`config.mk`:
```
export PLATFORM = sky130hd
export DESIGN_NAME = key_fifo
export DESIGN_NICKNAME = d
export VERILOG_FILES = /design/src/rtl/key_fifo.sv
export SDC_FILE = /design/constraint.sdc
export NUM_CORES = 1
export LEC_CHECK = 0
export ABC_AREA = 0
export ABC_CLOCK_PERIOD_IN_PS = 4900
export BUFFER_PORTS_ARGS = -buffer_cell sky130_fd_sc_hd__buf_2
export CAP_MARGIN = 20
export CORE_ASPECT_RATIO = 1.25
export CORE_MARGIN = 2
export CORE_UTILIZATION = 45
export DETAILED_ROUTE_END_ITERATION = 12
export GPL_TIMING_DRIVEN = 0
export MAX_ROUTING_LAYER = met4
export PLACE_DENSITY = 0.69
export RECOVER_POWER = 25
export REMOVE_ABC_BUFFERS = 1
export SETUP_SLACK_MARGIN = 0.05
export SLEW_MARGIN = 20
export SYNTH_ARGS = -nofsm -noshare
export SYNTH_HDL_FRONTEND = slang
export SYNTH_SLANG_ARGS = --single-unit
export TNS_END_PERCENT = 10
```
`constraint.sdc`:
```
create_clock -name clk -period 4.9 [get_ports clk]
set_input_delay 0.49 -clock clk [delete_from_list [all_inputs] [get_ports clk]]
set_output_delay 0.49 -clock clk [all_outputs]
set_load 0.02 [all_outputs]
```
`src/rtl/key_fifo.sv`:
```
// Synchronous FIFO fed by the push-button edge detector: stores a word per write strobe,
// returns the oldest word on a registered read port, and flags rejected strobes.
module key_fifo #(
    parameter int DATA_WIDTH = 8,
    parameter int DEPTH_LOG2 = 4
) (
    input  logic                  clk,
    input  logic                  reset_n,
    input  logic                  wr,
    input  logic                  rd,
    input  logic [DATA_WIDTH-1:0] w_data,
    output logic [DATA_WIDTH-1:0] r_data,
    output logic                  empty,
    output logic                  full,
    output logic [DEPTH_LOG2:0]   count,
    output logic                  wr_err,
    output logic                  rd_err
);

    localparam int DEPTH = 1 << DEPTH_LOG2;
    localparam logic [DEPTH_LOG2:0]   FULL_CNT = {1'b1, {DEPTH_LOG2{1'b0}}};
    localparam logic [DEPTH_LOG2:0]   CNT_ONE  = {{DEPTH_LOG2{1'b0}}, 1'b1};
    localparam logic [DEPTH_LOG2-1:0] PTR_ONE  = {{(DEPTH_LOG2-1){1'b0}}, 1'b1};

    logic [DATA_WIDTH-1:0] mem_q [DEPTH];

    logic [DEPTH_LOG2-1:0] wr_ptr_q, wr_ptr_d;
    logic [DEPTH_LOG2-1:0] rd_ptr_q, rd_ptr_d;
    logic [DEPTH_LOG2:0]   count_q, count_d;
    logic [DATA_WIDTH-1:0] r_data_q, r_data_d;
    logic                  wr_err_q, wr_err_d;
    logic                  rd_err_q, rd_err_d;

    logic empty_w;
    logic full_w;
    logic rd_ok;
    logic wr_ok;

    // Flags decode only the count register, so they cannot glitch with the strobes.
    assign empty_w = (count_q == '0);
    assign full_w  = (count_q == FULL_CNT);

    // A read frees a slot in the same edge, so a write on a full FIFO succeeds alongside it.
    assign rd_ok = rd & ~empty_w;
    assign wr_ok = wr & (~full_w | rd_ok);

    always_comb begin
        wr_ptr_d = wr_ptr_q;
        rd_ptr_d = rd_ptr_q;
        count_d  = count_q;
        r_data_d = r_data_q;
        wr_err_d = 1'b0;
        rd_err_d = 1'b0;

        if (wr_ok) begin
            wr_ptr_d = wr_ptr_q + PTR_ONE;
        end
        if (rd_ok) begin
            rd_ptr_d = rd_ptr_q + PTR_ONE;
            r_data_d = mem_q[rd_ptr_q];
        end

        case ({wr_ok, rd_ok})
            2'b10:   count_d = count_q + CNT_ONE;
            2'b01:   count_d = count_q - CNT_ONE;
            default: count_d = count_q;
        endcase

        wr_err_d = wr & ~wr_ok;
        rd_err_d = rd & ~rd_ok;
    end

    always_ff @(posedge clk) begin
        if (!reset_n) begin
            wr_ptr_q <= '0;
            rd_ptr_q <= '0;
            count_q  <= '0;
            r_data_q <= '0;
            wr_err_q <= 1'b0;
            rd_err_q <= 1'b0;
        end else begin
            wr_ptr_q <= wr_ptr_d;
            rd_ptr_q <= rd_ptr_d;
            count_q  <= count_d;
            r_data_q <= r_data_d;
            wr_err_q <= wr_err_d;
            rd_err_q <= rd_err_d;
        end
    end

    // Storage is left uncleared by reset; a strobe coinciding with reset is dropped.
    always_ff @(posedge clk) begin
        if (reset_n && wr_ok) begin
            mem_q[wr_ptr_q] <= w_data;
        end
    end

    assign r_data = r_data_q;
    assign count  = count_q;
    assign empty  = empty_w;
    assign full   = full_w;
    assign wr_err = wr_err_q;
    assign rd_err = rd_err_q;

endmodule

```
== Word-level counts from Yosys, hierarchy flattened ==
Memory sizes are Yosys's and may differ from the RTL's. A register that Yosys moved wholly into a read port is not among the register bits.
Index checks and enable logic that the tools add are counted.

* $add $sub $neg: 4
* Eq/ne operators: 3
* Mux-type cells: 3
* Bitwise gates (word level): 9
* Reduce and logical (&&, ||, !) cells: 4

{| class="wikitable"
|+ Operators by type and width
! operator !! number
|-
| 5-bit one-hot mux with 2 select lines || 1
|-
| 4-bit by 1-bit adder with 4-bit output (second input constant) || 2
|-
| 5-bit by 1-bit adder with 5-bit output (second input constant) || 1
|-
| 5-bit equality test (second input constant) || 1
|-
| 5-bit zero test || 1
|-
| 5-bit by 1-bit subtractor with 5-bit output (second input constant) || 1
|-
| 1-bit AND || 4
|-
| 1-bit NOT || 4
|-
| 2-bit by 1-bit equality test with 1-bit output (second input constant) || 1
|-
| 2-bit equality test (second input constant) || 1
|-
| 1-bit two-way mux || 2
|-
| 2-bit nonzero test || 1
|-
| 1-bit logical AND || 1
|-
| 1-bit zero test || 1
|-
| 1-bit OR || 1
|}

* Flip-flop bits (word level): 15
* Bits in writable memories: 128
* Output and inout bits: 17
* Word-level logic and storage cells: 29
* Memories kept: 1

{| class="wikitable"
|+ Memory list
! name !! depth !! width !! rd ports !! clocked after memory_dff !! wr ports !! line !! source
|-
| mem_q || 16 || 8 || 1 || 1 || 1 || 25 || <nowiki>logic [DATA_WIDTH-1:0] mem_q [DEPTH];</nowiki>
|}

== Depth between registers and ports, before layout ==
Gate-level depths: netlist of the first run.

* Word-level depth: 8
* Depth in mapped cells: 9
* Mapped depth without buffers: 9

== Least setup slack after synthesis of the first run ==
No wires, ideal clock.

* Kind: register to register
* Start: register count_q[4], in the netlist count[4]
* End: register count_q[4], in the netlist count[4]
* Library setup time: 95 ps
* Arrival: 2424 ps
* Data required time: 4805 ps
* Path slack: 2381 ps
* Cell stages (with the launch flop): 9
* Cell sequence: dfxtp_1 > inv_1 > a21boi_1 > nand2b_1 > fa_1 > nand2b_1 > a21oi_1 > mux2_2 > a221oi_1

* Longest elaborated chain between the ends: 7
* Elaborated cells on any way between the ends: 13
* Classes of those cells: add/sub: 2; eq/ne: 3; mux: 1; bitwise: 5; reduce/logical: 2

{| class="wikitable"
|+ RTL lines
! element !! line !! source
|-
| from (decl) || 29 || <nowiki>logic [DEPTH_LOG2:0] count_q, count_d;</nowiki>
|-
| from (signal assigned) || 84 || <nowiki>count_q <= count_d;</nowiki>
|-
| 5-bit zero test || 40 || <nowiki>assign empty_w = (count_q == '0);</nowiki>
|-
| 1-bit NOT || 44 || <nowiki>assign rd_ok = rd & ~empty_w;</nowiki>
|-
| 1-bit AND || 44 ||
|-
| 1-bit OR || 45 || <nowiki>assign wr_ok = wr & (~full_w | rd_ok);</nowiki>
|-
| 1-bit AND || 45 ||
|-
| 2-bit by 1-bit equality test with 1-bit output or 2-bit equality test (tied branches) || 63 || <nowiki>case ({wr_ok, rd_ok})</nowiki>
|-
| 5-bit one-hot mux with 2 select lines or 2-bit nonzero test (tied branches) || - ||
|}

Parallel ways exist; a longest one is shown, timed or not.
A chain may end at the register's enable or synchronous reset.

== Worst setup path after layout of the first run ==
Ends and elaborated chain as after synthesis.

==> out/metrics.yaml, run 1 <==
outcome: "completed"
pwr-share-clk: 0.360
routed_wl_um: 11880
wire_per_inst_um: 20.06
via_per_inst: 5.590
drtIter0Drc: 217
grt_pass1_vias: 3528
synth.distinct_cells: 45
rows: 47
gr-max-usage-layer: "met2"
cts_tree: "done"
postRouteAntennaNets: 0
die-area_um2: 14600
drive_gt1_frac: 0.1805
grt_setup_unrepaired: "no"
yosysWarnings: 0
cts_root_buf: "clkbuf_16"
synth_top_area_share: 0.6262
cell_internal_pwr_uw: 2536
p_sw_frac: 0.2725
vias: 3309
period_share: 0.6766
clockBufferDepth: 2
cts_setup_buffers: 0
antenna_found_initial: 0
grt_start_max_net_pins: 45
ys_seq_area_frac: 0.7012
hold_violations: 0
min_from: "wr"
min_path_type: "primary input to flip-flop"
power_frac_seq: 0.448
place.port_buffers: 28
arrival_ns: 3.63
cp_slowest_stage_delay_ns: 0.72
dieWidth_um: 108.5
leakage_uw: 0.002242
layout_common_cells: "128 x edfxtp_1, 38 x mux2i_1, 21 x dfxtp_1, 21 x buf_2, 19 x nor2_1"
power_density_nw_per_um2: 497.8
grt_pass1_wl_um: 18650
cp_slowest_cell: "a21boi_1"
ir_worst_vdd_uv: 402.9
cts_hold_repair.buffers: 0
grt_use_met1: 0.2209
finalSetupViolCount: 0
fmax_mhz: 301.6
power_switching_uw: 949.8
maxCapViolCount: 0
seq_area_um2: 4309
clkSinkCount: 151
relSlewSlack: 0.3813
core-area_um2: 13290
pin_count: 29
combPwrFrac: 0.192
synthCells: 382
antenna_cells: 0
synth.avg_cell_area_um2: 16.07
dpl.hpwl_um: 7546
fin_crit_ns: 3.315
grt-ovfl-total: 0
drcViolationCount: 0
htree_levels: 4
num-fill-cells: 1088
path_clk_slew_ns: 0.06
finalSetupTns_ns: 0
synth_seq_cells: 151
tightest_slew_ns: 0.9246
crit_path_end_kind: "flip-flop"
ys_top_cells_by_area: "edfxtp_1 63%, dfxtp_1 7.5%, mux2i_1 6.2%, mux4_2 5.9%, ha_1 1.6%"
syn-cell-area_um2: 6138
multi_input_area_um2: 1718
cpLargestDelayFamily: "compound AO/OA/AOI/OAI gates"
numCtsBuffers: 17
path_cells: "inv_1 -> a21boi_1 -> nand2b_1 -> fa_1 -> nand2b_1 -> a21oi_1 -> mux2_2 -> a221oi_1"
cp_max_fo: 11
dr.pass1.iters: 5
insertion_delay_ns: 0.41
post-route-util: 0.5269
grt_util_all_layers: 0.1826
crit_start: "count[4]"
worstPathRequired_ns: 5.22
path_class: "flip-flop to flip-flop"
layout_commonest_cell: "edfxtp_1"
skew_ns: 0.005323
critPathBufInv: 1
synth_top_cell_by_area: "edfxtp_1"
worst_setup_path_start_kind: "flip-flop"
fp.dieH_um: 134.6
use_met3: 0.04199
gp_congestion: 0.8239
gr-usage-met2: 0.2896
nets: 429
crit_top_cell: "nand2b_1"
cts-resized-gates: 0
area_growth_syn_to_layout_pct: 14.08
slew_viol_final: 0
initial_core_util: 0.4619
r2r_start: "count[4]"
## power groups by stage
stage               Clock, uW  Sequential, uW  Combinational [uW]
global route             1330            1570                 737
detailed placement          0            1590                 672
finish                   1250            1560                 670
CTS                      1280            1560                 678
global placement            0            1590                 654
floorplan                   0            1620                 432
## flip-flops by register name (all words and copies together), names as in the netlist
name      count
mem_q       128
r_data        8
count         5
rd_ptr_q      4
wr_ptr_q      4
rd_err        1
wr_err        1
## layout make-up
type | instances | share of cell area
Clock buffer | 22 | 0.06343
Clock inverter | 10 | 0.01840
Inverter | 8 | 0.004288
Multi-Input combinational cell | 201 | 0.2453
Sequential cell | 151 | 0.6153
Tap cell | 171 | 0.03055
Timing Repair Buffer | 29 | 0.02269
## layer usage
| metal | part of all wire | up-vias | wire [um] |
|---|---|---|---|
| li1 | - | 1527 | - |
| met1 | 0.42 | 1640 | 4942 |
| met2 | 0.50 | 118 | 5986 |
| met3 | 0.053 | 24 | 635 |
| met4 | 0.026 | 0 | 310 |
| met5 | 0 | - | 0 |
## tightest hold or removal path, stage by stage
cell and delay (ns):
buf_2 0.17, nand2_1 0.09, nor3_1 0.04
## synth_stat cells
cell type and instances:
o21ai_1 1, nor2b_1 2, buf_6 2, nor4_1 1
buf_1 3, a221oi_1 1, nand4_1 1, o21ai_4 2
nand2_1 14, edfxtp_1 128, or3_1 2, inv_1 7
nor3_1 15, mux2i_4 1, xnor2_1 2, a21oi_1 11
nor2_1 19, a21boi_1 1, nand3b_1 1, or3b_1 1
nor2_4 1, a22oi_1 8, nand2b_1 10, o22ai_1 16
xor2_1 1, mux2i_1 38, ha_1 8, a21o_1 1
buf_2 7, a211o_1 1, nand3_1 5, o21ba_2 1
dfxtp_1 23, mux2_2 1, o21ai_0 8, o211ai_1 1
and3_1 1, a2bb2oi_4 1, fa_1 1, or4_1 1
mux4_2 16, clkbuf_1 10, o21a_1 4, inv_2 1
a31oi_1 2
## worst paths after layout
check	endpoint	slack (ns)	depth (start not counted)
hold / removal	wr_err	0.43	3
setup / recovery	count[4]	1.58	8
setup reg to reg	count[4]	1.58	8
hold reg to reg	count[2]	0.53	2
## logic make-up (layout without fill, tap and decap cells)
kind of cell,count (synthesis),in the layout,share of synthesized area
mux,56,56,0.1262
buf+inv,30,69,0.02222
fa+ha+maj,9,9,0.01957
compound gates,59,59,0.06706
simple gates,74,74,0.05952
flops,151,151,0.7012
xor+xnor,3,3,0.004281
## through the flow
stage / setup slack, ns / total power (uW) / instance area, um2 / std cells / hold slack, ns
6_report: 1.585 / 3486 / 7003 / 592 / 0.4285
5_1_grt: 1.229 / 3640 / 7003 / 592 / 0.4382
4_1_cts: 1.524 / 3516 / 7012 / 592 / 0.4063
3_5_place_dp: 1.496 / 2258 / 6439 / 560 / 0.5263
3_3_place_gp: 1.630 / 2240 / 6386 / 559 / 0.5066
2_1_floorplan: 2.040 / 2053 / 6032 / 360 / 0.5145
Power figures use the tool's default switching activity.
==> run 2, diff against run 1 <==
ABC_CLOCK_PERIOD_IN_PS = 3270   (was 4900)
clock period = 3.27 ns   (was 4.9 ns; I/O delays follow)
==> out/metrics.yaml, run 2 (synthesis gave the netlist of run 1 again) <==
rrSetupSlack_ns: 0.36  # was 1.58 ns
largest-register: "mem_q"  # unchanged
slew_viol_final: 0  # unchanged
cp_slowest_stage_delay_ns: 0.56  # was 0.72 ns
finalSetupViolCount: 0  # unchanged
clkSinkCount: 151  # unchanged
cts_root_buf: "clkbuf_16"  # unchanged
period_share: 0.8911  # was 0.6766
clockBufferDepth: 2  # unchanged
seq_area_um2: 4309  # unchanged
antenna_cells: 0  # unchanged
initial_core_util: 0.4619  # unchanged
post-route-util: 0.5282  # was 0.5269
hold_violations: 0  # unchanged
r2r_start: "count[4]"  # unchanged
cp_max_fo: 11  # unchanged
power_density_nw_per_um2: 748.7  # was 497.8 nW/um2
r2r_cells: 8  # unchanged
ir_worst_vdd_uv: 607.5  # was 402.9 uV
reg2reg_to: "count[4]"  # unchanged
routed_wl_um: 11950  # was 11,880 um
path_clk_slew_ns: 0.06  # about the same
htree_levels: 4  # unchanged
outcome: "completed"  # unchanged
arrival_ns: 3.23  # was 3.63 ns
drive_gt1_frac: 0.1853  # was 0.1805
finalWorstSetupSlack_ns: 0.3562  # was 1.585 ns
gp_congestion: 0.8239  # unchanged
num-fill-cells: 1090  # was 1,088
nets: 429  # unchanged
fp.dieH_um: 134.6  # unchanged
insertion_delay_ns: 0.41  # about the same
rows: 47  # unchanged
wire_per_inst_um: 20.18  # was 20.06 um
crit_path_end_kind: "flip-flop"  # unchanged
grt_setup_unrepaired: "no"  # unchanged
crit_end: "count[4]"  # unchanged
min_path_type: "primary input to flip-flop"  # unchanged
grt_util_all_layers: 0.1826  # unchanged
grt_pass1_wl_um: 18650  # unchanged
skew_ns: 0.006971  # was 0.005323 ns
tightest_slew_ns: 0.9407  # was 0.9246 ns
via_per_inst: 5.606  # was 5.590
drcViolationCount: 0  # unchanged
multi_input_area_um2: 1735  # was 1718 um2
dr.pass1.iters: 5  # unchanged
core-area_um2: 13290  # unchanged
crit_start: "count[4]"  # unchanged
pin_count: 29  # unchanged
fmax_mhz: 343.2  # was 301.6 MHz
numCtsBuffers: 17  # unchanged
leakage_uw: 0.002248  # was 0.002242 uW
grt_start_max_net_pins: 45  # unchanged
finalSetupTns_ns: 0  # unchanged
worst_setup_path_start_kind: "flip-flop"  # unchanged
area_growth_syn_to_layout_pct: 14.37  # was 14.08%
place.port_buffers: 28  # unchanged
dpl.hpwl_um: 7546  # unchanged
power.total_uw: 5257  # was 3486 uW
fin_crit_ns: 2.914  # was 3.315 ns
path_cells: "inv_1 -> a21boi_4 -> nand2b_1 -> fa_1 -> nand2b_1 -> a21oi_1 -> mux2_2 -> a221oi_1"  # was inv_1 -> a21boi_1 -> nand2b_1 -> fa_1 -> nand2b_1 -> a21oi_1 -> mux2_2 -> a221oi_1
grt-ovfl-total: 0  # unchanged
cp_slowest_cell: "dfxtp_1"  # was a21boi_1
drtIter0Drc: 222  # was 217
vias: 3319  # was 3,309
layout_commonest_cell: "edfxtp_1"  # unchanged
die-area_um2: 14600  # unchanged
cts_tree: "done"  # unchanged
layout_common_cells: "128 x edfxtp_1, 38 x mux2i_1, 21 x dfxtp_1, 21 x buf_2, 19 x nor2_1"  # unchanged
fin_cells: 592  # unchanged
dp.cells: 560  # unchanged
grt_pass1_vias: 3528  # unchanged
postRouteAntennaNets: 0  # unchanged
dieWidth_um: 108.5  # unchanged
crit_top_cell: "nand2b_1"  # unchanged
maxCapViolCount: 0  # unchanged
path_class: "flip-flop to flip-flop"  # unchanged
worstPathRequired_ns: 3.59  # was 5.22 ns
largest_reg_flops: 128  # unchanged
antenna_found_initial: 0  # unchanged
relSlewSlack: 0.3706  # was 0.3813
place_ws_ns: -0.09024  # was 1.496 ns
[run 2: cell counts in the layout (fill, tap and decap cells not counted)]
No cell type changed its count.
[run 2: worst min path at each step]
stage          startpoint     endpoint  slack, ns  cells after the start
6_report               wr       wr_err       0.27                      3
5_1_grt                rd       rd_err       0.28                      2
4_1_cts                wr       wr_err       0.24                      3
3_5_place_dp     count[0]     count[0]       0.53                      2
3_3_place_gp     count[0]     count[0]       0.51                      2
2_1_floorplan   w_data[0]  mem_q[0][0]       0.43                      0
[run 2: worst max-delay path: cells and delay by family (launching register included)]
| kind | cells | cell delay [ns] |
|---|---|---|
| mux | 1 | 0.38 |
| buf+inv | 1 | 0.18 |
| fa+ha+maj | 1 | 0.40 |
| simple gates | 2 | 0.34 |
| flops | 1 | 0.56 |
| compound gates | 3 | 0.97 |
[run 2: where the power goes]
| group | internal (uW) | total, uW | switching, uW |
|---|---|---|---|
| logic | 430 | 1030 | 600 |
| registers | 2190 | 2340 | 151 |
| clock network | 1190 | 1880 | 694 |
[run 2: metal layers]
metal  wire length (um)  vias to the layer above  track usage  share of wire
met5                  0                        -            -              0
met4                335                        0      0.08761          0.028
met3                558                       27      0.04199          0.047
met2               5972                      122       0.2896           0.50
met1               5081                     1640       0.2209           0.43
li1                   -                     1530            -              -
[run 2: layout make-up]
class / instances / share of cell area
flip-flops and latches: 151 / 0.6138
multi-input cells: 201 / 0.2472
clock buffers: 22 / 0.06327
well taps: 171 / 0.03048
repair buffers: 29 / 0.02263
clock inverters: 10 / 0.01836
inverters: 8 / 0.004277
[run 2: timing repair]
item / 4_1_cts / 5_1_grt
resized for setup: 1 / 2
buffers inserted: 0 / 0
cloned: 0 / 0
hold buffers: 0 / 0
endpoints found under the setup margin: 1 / 1
[run 2: stage by stage]
step	hold slack, ns	cell area (um2)
after floorplan	0.4259	6032
after global placement	0.5066	6386
after detailed placement	0.5263	6439
after CTS	0.2433	7015
after global routing	0.2791	7020
final	0.2684	7020
